File: src/rtl/mdu_pkg.sv
`default_nettype none
// ============================================================================
// Module   : mdu_pkg
// Purpose  : Shared encodings for the multiply/divide unit: opcodes, the
//            op-class decode of op[2:1], and the control FSM state encoding.
// Revision : 1.0 - initial release
// ============================================================================
package mdu_pkg;

  // Opcodes: op[0] selects unsigned operands, op[2:1] selects the class
  localparam logic [2:0] c_OP_MULT  = 3'b000;
  localparam logic [2:0] c_OP_MULTU = 3'b001;
  localparam logic [2:0] c_OP_DIV   = 3'b010;
  localparam logic [2:0] c_OP_DIVU  = 3'b011;
  localparam logic [2:0] c_OP_MADD  = 3'b100;
  localparam logic [2:0] c_OP_MADDU = 3'b101;
  localparam logic [2:0] c_OP_MSUB  = 3'b110;
  localparam logic [2:0] c_OP_MSUBU = 3'b111;

  // Op-class decode of op[2:1]
  localparam logic [1:0] c_CLS_MUL = 2'b00;
  localparam logic [1:0] c_CLS_DIV = 2'b01;
  localparam logic [1:0] c_CLS_ADD = 2'b10;
  localparam logic [1:0] c_CLS_SUB = 2'b11;

  // Control FSM states
  typedef enum logic [1:0] {
    ST_IDLE = 2'd0,
    ST_MUL  = 2'd1,
    ST_DIV  = 2'd2,
    ST_FIN  = 2'd3
  } state_t;

endpackage : mdu_pkg
`default_nettype wire

File: src/rtl/div_iter.sv
`default_nettype none
// ============================================================================
// Module   : div_iter
// Purpose  : Radix-2 restoring divider datapath on unsigned magnitudes.
//            One quotient bit per i_step; o_quot_next/o_rem_next expose the
//            values the current step will write so the caller can capture
//            the final result on the same edge as the last step.
// Revision : 1.0 - initial release
// ============================================================================
module div_iter #(
  parameter int WIDTH = 32
) (
  input  logic             clk,
  input  logic             rst,
  input  logic             i_load,
  input  logic             i_step,
  input  logic             i_clear,
  input  logic [WIDTH-1:0] i_dividend,
  input  logic [WIDTH-1:0] i_divisor,
  output logic             o_last,
  output logic [WIDTH-1:0] o_quot_next,
  output logic [WIDTH-1:0] o_rem_next
);

  localparam int                c_CNT_W = $clog2(WIDTH);
  localparam logic [c_CNT_W-1:0] c_LAST = c_CNT_W'(WIDTH - 1);

  logic [WIDTH-1:0]   r_rem;
  logic [WIDTH-1:0]   r_quot;
  logic [WIDTH-1:0]   r_div;
  logic [c_CNT_W-1:0] r_cnt;

  logic [WIDTH:0] w_shift;
  logic [WIDTH:0] w_diff;
  logic           w_fits;

  // Shift the next dividend bit into the partial remainder and trial-subtract
  assign w_shift     = {r_rem, r_quot[WIDTH-1]};
  assign w_diff      = w_shift - {1'b0, r_div};
  assign w_fits      = ~w_diff[WIDTH];
  assign o_rem_next  = w_fits ? w_diff[WIDTH-1:0] : w_shift[WIDTH-1:0];
  assign o_quot_next = {r_quot[WIDTH-2:0], w_fits};
  assign o_last      = (r_cnt == c_LAST);

  // Partial remainder, quotient shift register and step counter
  always_ff @(posedge clk) begin
    if (rst) begin
      r_rem  <= '0;
      r_quot <= '0;
      r_div  <= '0;
      r_cnt  <= '0;
    end else if (i_clear) begin
      r_cnt  <= '0;
    end else if (i_load) begin
      r_rem  <= '0;
      r_quot <= i_dividend;
      r_div  <= i_divisor;
      r_cnt  <= '0;
    end else if (i_step) begin
      r_rem  <= o_rem_next;
      r_quot <= o_quot_next;
      r_cnt  <= r_cnt + 1'b1;
    end
  end

endmodule : div_iter
`default_nettype wire

File: src/rtl/mul_div_unit.sv
`default_nettype none
// ============================================================================
// Module   : mul_div_unit
// Purpose  : Multi-cycle multiply / multiply-accumulate / divide unit with
//            a {hi,lo} result, flush abort and divide-by-zero flag.
// Revision : 1.0 - initial release
// ============================================================================
module mul_div_unit
  import mdu_pkg::*;
#(
  parameter int WIDTH       = 32,
  parameter int MUL_LATENCY = 2
) (
  input  logic               clk,
  input  logic               rst,
  input  logic               flush,
  input  logic               start,
  input  logic [2:0]         op,
  input  logic [WIDTH-1:0]   src_a,
  input  logic [WIDTH-1:0]   src_b,
  input  logic [2*WIDTH-1:0] hilo_i,
  output logic               busy,
  output logic               done,
  output logic [2*WIDTH-1:0] result,
  output logic               div_zero
);

  localparam int                  c_MCNT_W   = (MUL_LATENCY > 1) ? $clog2(MUL_LATENCY) : 1;
  localparam logic [c_MCNT_W-1:0] c_MUL_LAST = c_MCNT_W'(MUL_LATENCY - 1);

  state_t r_state;
  state_t w_next;

  logic [1:0]         w_cls;
  logic               w_uns;
  logic               w_is_div;
  logic               w_b_zero;
  logic               w_accept;
  logic               w_mul_last;
  logic               w_div_last;
  logic [2*WIDTH-1:0] w_ext_a;
  logic [2*WIDTH-1:0] w_ext_b;
  logic [2*WIDTH-1:0] w_prod;
  logic [2*WIDTH-1:0] w_acc_val;
  logic [2*WIDTH-1:0] w_mul_out;
  logic [WIDTH-1:0]   w_mag_a;
  logic [WIDTH-1:0]   w_mag_b;
  logic [WIDTH-1:0]   w_quot_next;
  logic [WIDTH-1:0]   w_rem_next;
  logic [WIDTH-1:0]   w_quot_fix;
  logic [WIDTH-1:0]   w_rem_fix;

  logic [2*WIDTH-1:0]  r_prod;
  logic [c_MCNT_W-1:0] r_mul_cnt;
  logic                r_neg_q;
  logic                r_neg_r;

  assign w_cls      = op[2:1];
  assign w_uns      = op[0];
  assign w_is_div   = (w_cls == c_CLS_DIV);
  assign w_b_zero   = (src_b == '0);
  assign w_accept   = start & ~flush & ((r_state == ST_IDLE) | (r_state == ST_FIN));
  assign w_mul_last = (r_state == ST_MUL) & (r_mul_cnt == c_MUL_LAST);

  // Sign- or zero-extend to 2*WIDTH so one truncated multiply serves both
  assign w_ext_a   = {{WIDTH{~w_uns & src_a[WIDTH-1]}}, src_a};
  assign w_ext_b   = {{WIDTH{~w_uns & src_b[WIDTH-1]}}, src_b};
  assign w_prod    = w_ext_a * w_ext_b;
  assign w_acc_val = (w_cls == c_CLS_ADD) ? hilo_i + w_prod :
                     (w_cls == c_CLS_SUB) ? hilo_i - w_prod : w_prod;

  // Signed division works on magnitudes; signs are restored at the end
  assign w_mag_a = (~w_uns & src_a[WIDTH-1]) ? -src_a : src_a;
  assign w_mag_b = (~w_uns & src_b[WIDTH-1]) ? -src_b : src_b;

  assign w_quot_fix = r_neg_q ? -w_quot_next : w_quot_next;
  assign w_rem_fix  = r_neg_r ? -w_rem_next  : w_rem_next;

  assign busy = (r_state == ST_MUL) | (r_state == ST_DIV);
  assign done = (r_state == ST_FIN);

  div_iter #(.WIDTH(WIDTH)) u_div_iter (
    .clk         (clk),
    .rst         (rst),
    .i_load      (w_accept & w_is_div & ~w_b_zero),
    .i_step      (r_state == ST_DIV),
    .i_clear     (flush),
    .i_dividend  (w_mag_a),
    .i_divisor   (w_mag_b),
    .o_last      (w_div_last),
    .o_quot_next (w_quot_next),
    .o_rem_next  (w_rem_next)
  );

  // Product delay line: MUL_LATENCY-1 stages behind the registered product
  if (MUL_LATENCY > 1) begin : g_delay
    logic [2*WIDTH-1:0] r_pipe [MUL_LATENCY-1];
    // Shift the product down the line every cycle
    always_ff @(posedge clk) begin
      if (rst) begin
        for (int i = 0; i < MUL_LATENCY - 1; i++) r_pipe[i] <= '0;
      end else begin
        r_pipe[0] <= r_prod;
        for (int i = 1; i < MUL_LATENCY - 1; i++) r_pipe[i] <= r_pipe[i-1];
      end
    end
    assign w_mul_out = r_pipe[MUL_LATENCY-2];
  end else begin : g_no_delay
    assign w_mul_out = r_prod;
  end

  // State register
  always_ff @(posedge clk) begin
    if (rst) r_state <= ST_IDLE;
    else     r_state <= w_next;
  end

  // Next-state logic; flush overrides everything, start only heard in IDLE/FIN
  always_comb begin
    w_next = r_state;
    if (flush) begin
      w_next = ST_IDLE;
    end else begin
      case (r_state)
        ST_IDLE, ST_FIN: begin
          if (!start)        w_next = ST_IDLE;
          else if (!w_is_div) w_next = ST_MUL;
          else if (w_b_zero) w_next = ST_FIN;
          else               w_next = ST_DIV;
        end
        ST_MUL:  if (w_mul_last) w_next = ST_FIN;
        ST_DIV:  if (w_div_last) w_next = ST_FIN;
        default: w_next = ST_IDLE;
      endcase
    end
  end

  // Operand capture on accept and multiply-phase cycle counter
  always_ff @(posedge clk) begin
    if (rst) begin
      r_prod    <= '0;
      r_neg_q   <= 1'b0;
      r_neg_r   <= 1'b0;
      r_mul_cnt <= '0;
    end else if (w_accept) begin
      r_prod    <= w_acc_val;
      r_neg_q   <= ~w_uns & (src_a[WIDTH-1] ^ src_b[WIDTH-1]);
      r_neg_r   <= ~w_uns & src_a[WIDTH-1];
      r_mul_cnt <= '0;
    end else if (r_state == ST_MUL) begin
      r_mul_cnt <= r_mul_cnt + 1'b1;
    end
  end

  // Result and flag register: written only on the edge that enters FIN
  always_ff @(posedge clk) begin
    if (rst) begin
      result   <= '0;
      div_zero <= 1'b0;
    end else if (w_accept) begin
      div_zero <= w_is_div & w_b_zero;
      if (w_is_div & w_b_zero) result <= {src_a, {WIDTH{1'b1}}};
    end else if (!flush && w_mul_last) begin
      result <= w_mul_out;
    end else if (!flush && (r_state == ST_DIV) && w_div_last) begin
      result <= {w_rem_fix, w_quot_fix};
    end
  end

endmodule : mul_div_unit
`default_nettype wire

File: config.mk
export PLATFORM = sky130hd
export DESIGN_NAME = mul_div_unit
export DESIGN_NICKNAME = d
export VERILOG_FILES = /design/src/rtl/mdu_pkg.sv /design/src/rtl/div_iter.sv /design/src/rtl/mul_div_unit.sv
export SDC_FILE = /design/constraint.sdc
export NUM_CORES = 2
export LEC_CHECK = 0
export ABC_CLOCK_PERIOD_IN_PS = 15520
export CAP_MARGIN = 20
export CORE_MARGIN = 2
export CORE_UTILIZATION = 35
export DETAILED_ROUTE_END_ITERATION = 10
export PLACE_DENSITY_LB_ADDON = 0.1
export SYNTH_ARGS = -nofsm -noshare
export SYNTH_HDL_FRONTEND = slang
export SYNTH_SLANG_ARGS = --single-unit
File: constraint.sdc
create_clock -name clk -period 15.52 [get_ports clk]
set_clock_uncertainty 0.2 [all_clocks]
set_input_delay 3.88 -clock clk [delete_from_list [all_inputs] [get_ports clk]]
set_output_delay 3.88 -clock clk [all_outputs]
set_load 0.01 [all_outputs]
# ---- Word level (Yosys, flattened, before mapping)
# Memories as Yosys holds them, arrays and structs flattened.
# Index checks and enable logic that the tools add are counted.
dict set report op_classes {
  addsub 9
  n_mul 1
  n_eq_ne 10
  mux 26
  bitwise_logic 16
  reduce_logical 17
}
# operator n
set ops {}
lappend ops {{two-way mux 64 bit} 7}
lappend ops {{two-way mux 32 bit} 9}
lappend ops {{negator 32 bit} 4}
lappend ops {{adder 64 bit} 1}
lappend ops {{multiplier 33 x 33 -> 64 bit} 1}
lappend ops {{OR reduction 64 bit} 1}
lappend ops {{subtractor 64 bit} 1}
lappend ops {{subtractor 33 x 32 -> 33 bit} 1}
lappend ops {{zero test 32 bit} 1}
lappend ops {{AND 1 bit} 9}
lappend ops {{== test 2 bit (second input constant)} 4}
lappend ops {{two-way mux 2 bit} 4}
lappend ops {{AND reduction 2 bit} 4}
lappend ops {{one-hot mux 2 bit (3 select lines)} 1}
lappend ops {{OR reduction 2 bit} 3}
lappend ops {{adder 5 x 1 -> 5 bit (second input constant)} 1}
lappend ops {{== test 5 bit (second input constant)} 1}
lappend ops {{two-way mux 1 bit} 5}
lappend ops {{== test 2 x 1 -> 1 bit (second input constant)} 2}
lappend ops {{!= test 2 bit (second input constant)} 2}
lappend ops {{NOT 1 bit} 4}
lappend ops {{logical AND 1 bit} 3}
lappend ops {{nonzero test 3 bit} 1}
lappend ops {{OR reduction 3 bit} 1}
lappend ops {{7 further kinds} 8}
dict set report word_totals {
  reg_bits 235
  ramBits 64
  in_bits 135
  out_inout_bits 67
  elab_cells 91
  memories 1
}
# memory words word_bits read_ports rd_ports_with_merged_regs wr line_no
set memory_table {}
lappend memory_table {g_delay.r_pipe 1 64 1 0 1 mul_div_unit.sv:97} ;# logic [2*WIDTH-1:0] r_pipe [MUL_LATENCY-1];

# ---- Logic depth before layout (Yosys ltp)
dict set report depth {
  depth_word 7
  mapped_depth 47
  mapped_depth_nobuf 45
}

# ---- Hierarchy
# A second synthesis with hierarchy kept.
dict set report hier_totals {
  cells_unflattened 7481
  hier_area_um2 62691.4
}
# module n_inst cells_per_inst area_per_inst_um2 seq_area_each_um2
set modules_own_cells {}
lappend modules_own_cells {mul_div_unit 1 6741 56427.9 3963.8}
lappend modules_own_cells {div_iter 1 740 6263.5 2021.9}

# ---- Least setup slack after synthesis
# Ideal clock, no wire load.
dict set report synth_timing {
  kind {input to register}
  from {in src_a[31]}
  to {reg r_prod[56]}
  setup_time_ps 71
  t_arrival_ps 13771
  t_required_ps 15249
  path_slack_ps 1479
  path_stages 43
  path_buffers 4
  path_cell_list {clkbuf_1 > nor2b_1 > clkbuf_1 > clkbuf_1 > nand2_1 > inv_1 > fa_1 > fa_1 > fa_1 > inv_1 > fa_1 > inv_1 > fa_1 > fa_1 > inv_1 > fa_1 > fa_1 > inv_1 > [... 7 more ...] > nand2_1 > a21o_1 > a21o_1 > xnor2_1 > inv_1 > ha_1 > inv_1 > a21oi_1 > nor2_1 > or4_1 > o21ai_0 > nand3_1 > a311oi_1 > o31ai_1 > a21oi_1 > xor2_1 > nand3_1 > a21oi_1}
}
dict set report synth_via {
  elab_chain_cells 5
  elab_cells_between_ends 6
  classes_between {2 x add/sub; 1 x mul; 2 x mux; 1 x bitwise}
}
# element line_no
set synth_rtl {}
lappend synth_rtl {{from (decl)} mul_div_unit.sv:19} ;# input logic [WIDTH-1:0] src_a,
lappend synth_rtl {{AND 1 bit} mul_div_unit.sv:66} ;# assign w_ext_a = {{WIDTH{~w_uns & src_a[WIDTH-1]}}, src_a};
lappend synth_rtl {{multiplier 33 x 33 -> 64 bit *} mul_div_unit.sv:68} ;# assign w_prod = w_ext_a * w_ext_b;
lappend synth_rtl {{subtractor 64 bit} mul_div_unit.sv:70} ;# (w_cls == c_CLS_SUB) ? hilo_i - w_prod : w_prod;
lappend synth_rtl {{two-way mux 64 bit} mul_div_unit.sv:70}
lappend synth_rtl {{two-way mux 64 bit *} mul_div_unit.sv:69} ;# assign w_acc_val = (w_cls == c_CLS_ADD) ? hilo_i + w_prod :
lappend synth_rtl {{to (signal assigned)} mul_div_unit.sv:146} ;# r_prod <= w_acc_val;
lappend synth_rtl {{to (decl)} mul_div_unit.sv:53} ;# logic [2*WIDTH-1:0] r_prod;
# Every way passes the cells marked *; elsewhere a longest branch is shown, timed or not.
# A chain may end at the register's enable or synchronous reset.

# ---- Worst setup path after layout
dict set report layout_timing {
  from {in src_b[0]}
  to {reg r_prod[63]}
}
dict set report layout_via {
  elab_chain_cells 4
  elab_cells_between_ends 5
  classes_between {2 x add/sub; 1 x mul; 2 x mux}
}
# element line_no
set layout_rtl {}
lappend layout_rtl {{from (decl)} mul_div_unit.sv:20} ;# input logic [WIDTH-1:0] src_b,
lappend layout_rtl {{multiplier 33 x 33 -> 64 bit *} mul_div_unit.sv:68}
lappend layout_rtl {{subtractor 64 bit} mul_div_unit.sv:70}
lappend layout_rtl {{two-way mux 64 bit} mul_div_unit.sv:70}
lappend layout_rtl {{two-way mux 64 bit *} mul_div_unit.sv:69}
# Marks and branches as above.

==> impl_metrics.env <==
export IMPL_fin_nets=9328
export IMPL_drcViolationCount=0
export IMPL_cts_tree="yes"
export IMPL_synth_edf_count=0
export IMPL_ys_ff_latch=299
export IMPL_hp_class="reg2reg"
export IMPL_rr_endpoint="result[62]$_SDFFE_PP0P_"
export IMPL_placement_io_buffers=201
export IMPL_ys_seq_area_share_pct=9.70
export IMPL_layout_commonest_cell="inv_1"
export IMPL_drt_wl_total_mm=236
export IMPL_worst_setup_path_start_kind="primary input"
export IMPL_grt_start_max_net_pins=107
export IMPL_ff2ff_path_depth=23
export IMPL_cp_end_kind="flip-flop"
export IMPL_die_w_um=424
export IMPL_grt_pass1_vias=53863
export IMPL_setup_violations=0
export IMPL_grt_overflow=0
export IMPL_synth_compound_area_share_pct=12.7
export IMPL_numCtsBuffers=34
export IMPL_grt_pass1_wl_mm=358
export IMPL_whs_endpoint="u_div_iter.r_div[26]$_SDFFE_PP0P_"
export IMPL_drive_above_1_share_pct=8.36
export IMPL_relSlewSlack_pct=29.5
export IMPL_ant_nets=0
export IMPL_synth_xor_area_share_pct=4.17
export IMPL_post_drt_wl_per_cell_um=23.5
export IMPL_clk_latency_ns=0.57
export IMPL_crit_fanout=18
export IMPL_dp_hpwl_mm=199
export IMPL_synth_warnings=0
export IMPL_reg2reg_slack_ns=8.86
export IMPL_most_common_layout_cells="1282 x inv_1, 1128 x fa_1, 1009 x nand2_1, 464 x nor2_1, 454 x buf_4"
export IMPL_rows=154
export IMPL_clock_sinks=299
export IMPL_max_slew_worst_pin_slew_ns=1.06
export IMPL_synth_area_mm2=0.0617
export IMPL_vias_per_cell=5.18
export IMPL_start_util_pct=35.1
export IMPL_rsz0062_at_grt="no"
export IMPL_wl_met1_mm=108
export IMPL_dieArea_mm2=0.180
export IMPL_synth_avg_cell_area_um2=8.28
export IMPL_synth_simple_area_share_pct=17.7
export IMPL_hold_depth=2
export IMPL_slew_viol_final=0
export IMPL_first_iter_violations=3919
export IMPL_crit_family="adder cells"
export IMPL_dr_total_vias=52168
export IMPL_highest_layer="met5"
export IMPL_r2r_start="u_div_iter.r_quot[31]$_SDFFE_PP0P_"
export IMPL_fillers=18098
export IMPL_clk_pin_slew_worst_paths_ns=0.06
export IMPL_async_reset_ff_share_pct=0
export IMPL_worstHoldStart="u_div_iter.r_div[26]$_SDFFE_PP0P_"
export IMPL_slowest_delay_ns=0.58
export IMPL_crit_type="in2reg"
export IMPL_netlist_cell_type_count=86
export IMPL_route_met2_wl_mm=111
export IMPL_htreeDepth=2
export IMPL_hold_buffers=0
export IMPL_cp_slowest_cell="fa_1"
export IMPL_synth_cells=7452
export IMPL_pin_count=202
export IMPL_clock_path_buffers=3
export IMPL_synth_nets=9092
export IMPL_fin_crit_sh_pct=96.1
export IMPL_hold_viol_final=0
export IMPL_routed_wl_met3_mm=11.1
export IMPL_yosys_area_share_adder_pct=44.3
export IMPL_area_growth_pct=13.1
export IMPL_grt_total_usage_pct=26.5
export IMPL_gp_congestion=0.924
export IMPL_status="completed"
export IMPL_worst_path_buf_inv=11
export IMPL_cap_viol_max_count=0
export IMPL_synth_top_family_by_area="adder cells"
export IMPL_setup_tns_ns=0
export IMPL_min_period_ns=14.91
export IMPL_first_pass_iters=6
export IMPL_critPathRequiredTime_ns=15.79
export IMPL_core_mm2=0.176
export IMPL_cp_arrival_ns=15.18
export IMPL_clock_root_buffer="clkbuf_16"
export IMPL_muxShareOfSynthArea_pct=0.722
export IMPL_max_freq_mhz=67.1
export IMPL_synthFlopType="dfxtp_1"
export IMPL_die_h_um=424
export IMPL_antenna_found_initial=22
[worst max path at each step]
stage | depth (start not counted) | slack (ns) | from | endpoint
2_1_floorplan | 43 | 1.48 | src_a[31] | r_prod[56]$_SDFFE_PP0P_
3_3_place_gp | 47 | -0.09 | src_b[0] | r_prod[63]$_SDFFE_PP0P_
3_5_place_dp | 47 | -0.04 | src_b[0] | r_prod[63]$_SDFFE_PP0P_
4_1_cts | 47 | 0.45 | src_b[0] | r_prod[63]$_SDFFE_PP0P_
5_1_grt | 48 | 0.01 | src_b[0] | r_prod[48]$_SDFFE_PP0P_
6_report | 47 | 0.61 | src_b[0] | r_prod[63]$_SDFFE_PP0P_
[through the flow]
step                setup slack [ns]  hold WS (ns)  instance area, um2  std cells  utilization [%]
floorplan                       1.48         0.232               61700       7452                -
finish                         0.606         0.253               69800      10066             39.7
detailed placement           -0.0440         0.245               68600       9992             39.1
CTS                            0.448         0.254               69700      10053             39.7
global route                  0.0109         0.270               69800      10063             39.7
global placement             -0.0873         0.242               68600       9992             39.1
[kinds of logic (layout without fill, tap and decap cells)]
kind of cell,Yosys count,count (layout)
XOR/XNOR,294,294
other,0,13
multiplexers,43,43
AND/OR/NAND/NOR,2351,2351
flip-flops,299,299
buffers and inverters,1768,2029
AO/OA/AOI/OAI,1192,1192
adder cells (fa/ha/maj),1505,1505
[sequential cells by signal, indices dropped and copies added (netlist names)]
| name | flops |
|---|---|
| div_zero | 1 |
| g_delay.r_pipe | 64 |
| r_mul_cnt | 1 |
| r_neg_q | 1 |
| r_neg_r | 1 |
| r_prod | 64 |
| r_state | 2 |
| result | 64 |
| u_div_iter.r_cnt | 5 |
| u_div_iter.r_div | 32 |
| u_div_iter.r_quot | 32 |
| u_div_iter.r_rem | 32 |
[timing repair]
item / in CTS / in global routing
gates resized for setup: 0 / 2
setup endpoints to repair: 0 / 1
buffers inserted: 0 / 0
[worst register-to-register path, delay by kind of cell (launching register included)]
kind	cells	cell delay (ns)
AOI/OAI and AO/OA	11	2.94
xor gates and xnor gates	1	0.09
adders and majority gates	3	1.07
buffers and inverters	3	0.47
DFF	1	0.33
and+or+nand+nor	5	1.41
[synth_stat cells, types with 10 or more instances]
master,count,area share (%)
a21oi_1,325,2.6
nor2b_1,90,0.91
a221oi_1,40,0.57
or2_2,18,0.18
xor2_1,113,1.6
mux2i_1,40,0.65
and3_1,20,0.20
nand4_1,22,0.22
a2111oi_0,14,0.20
o21a_1,23,0.28
nand3_1,59,0.48
clkbuf_1,401,2.4
and2_1,401,4.1
nand2_1,1010,6.1
a21o_1,97,1.2
a31oi_1,34,0.34
inv_1,1282,7.8
a311oi_1,46,0.65
or3_1,26,0.26
nor4_1,31,0.31
fa_1,1128,37
nand2b_1,51,0.52
o41ai_1,13,0.18
o211ai_1,34,0.41
a22oi_1,14,0.17
or4_1,18,0.22
o21ai_0,224,1.8
dfxtp_1,299,9.7
a211oi_1,126,1.5
o2111ai_1,10,0.14
buf_1,71,0.43
o22ai_1,10,0.10
o21bai_1,42,0.51
nor3_1,107,0.87
ha_1,377,7.6
xnor2_1,181,2.6
nor2_1,468,2.8
o31ai_1,52,0.63
[metal layers]
metal	up-vias	track usage, %
met1	26814	37.4
met3	210	2.50
met2	1306	43.5
met5	-	0
li1	23836	-
met4	2	6.41
[area by class of cell]
type / instances / area, um2 / share of cell area, %
sequential: 299 / 5990 / 8.58
inverter: 1287 / 4830 / 6.93
tap: 2340 / 2930 / 4.20
antenna: 13 / 32.5 / 0.0466
clock buffer: 47 / 1000 / 1.43
multi-input combinational: 5385 / 49100 / 70.4
timing repair buffer: 681 / 5740 / 8.23
clock inverter: 14 / 126 / 0.181
Power is not shown: default switching activity piles up to over one toggle a cycle in this logic, so the estimate is an artifact.
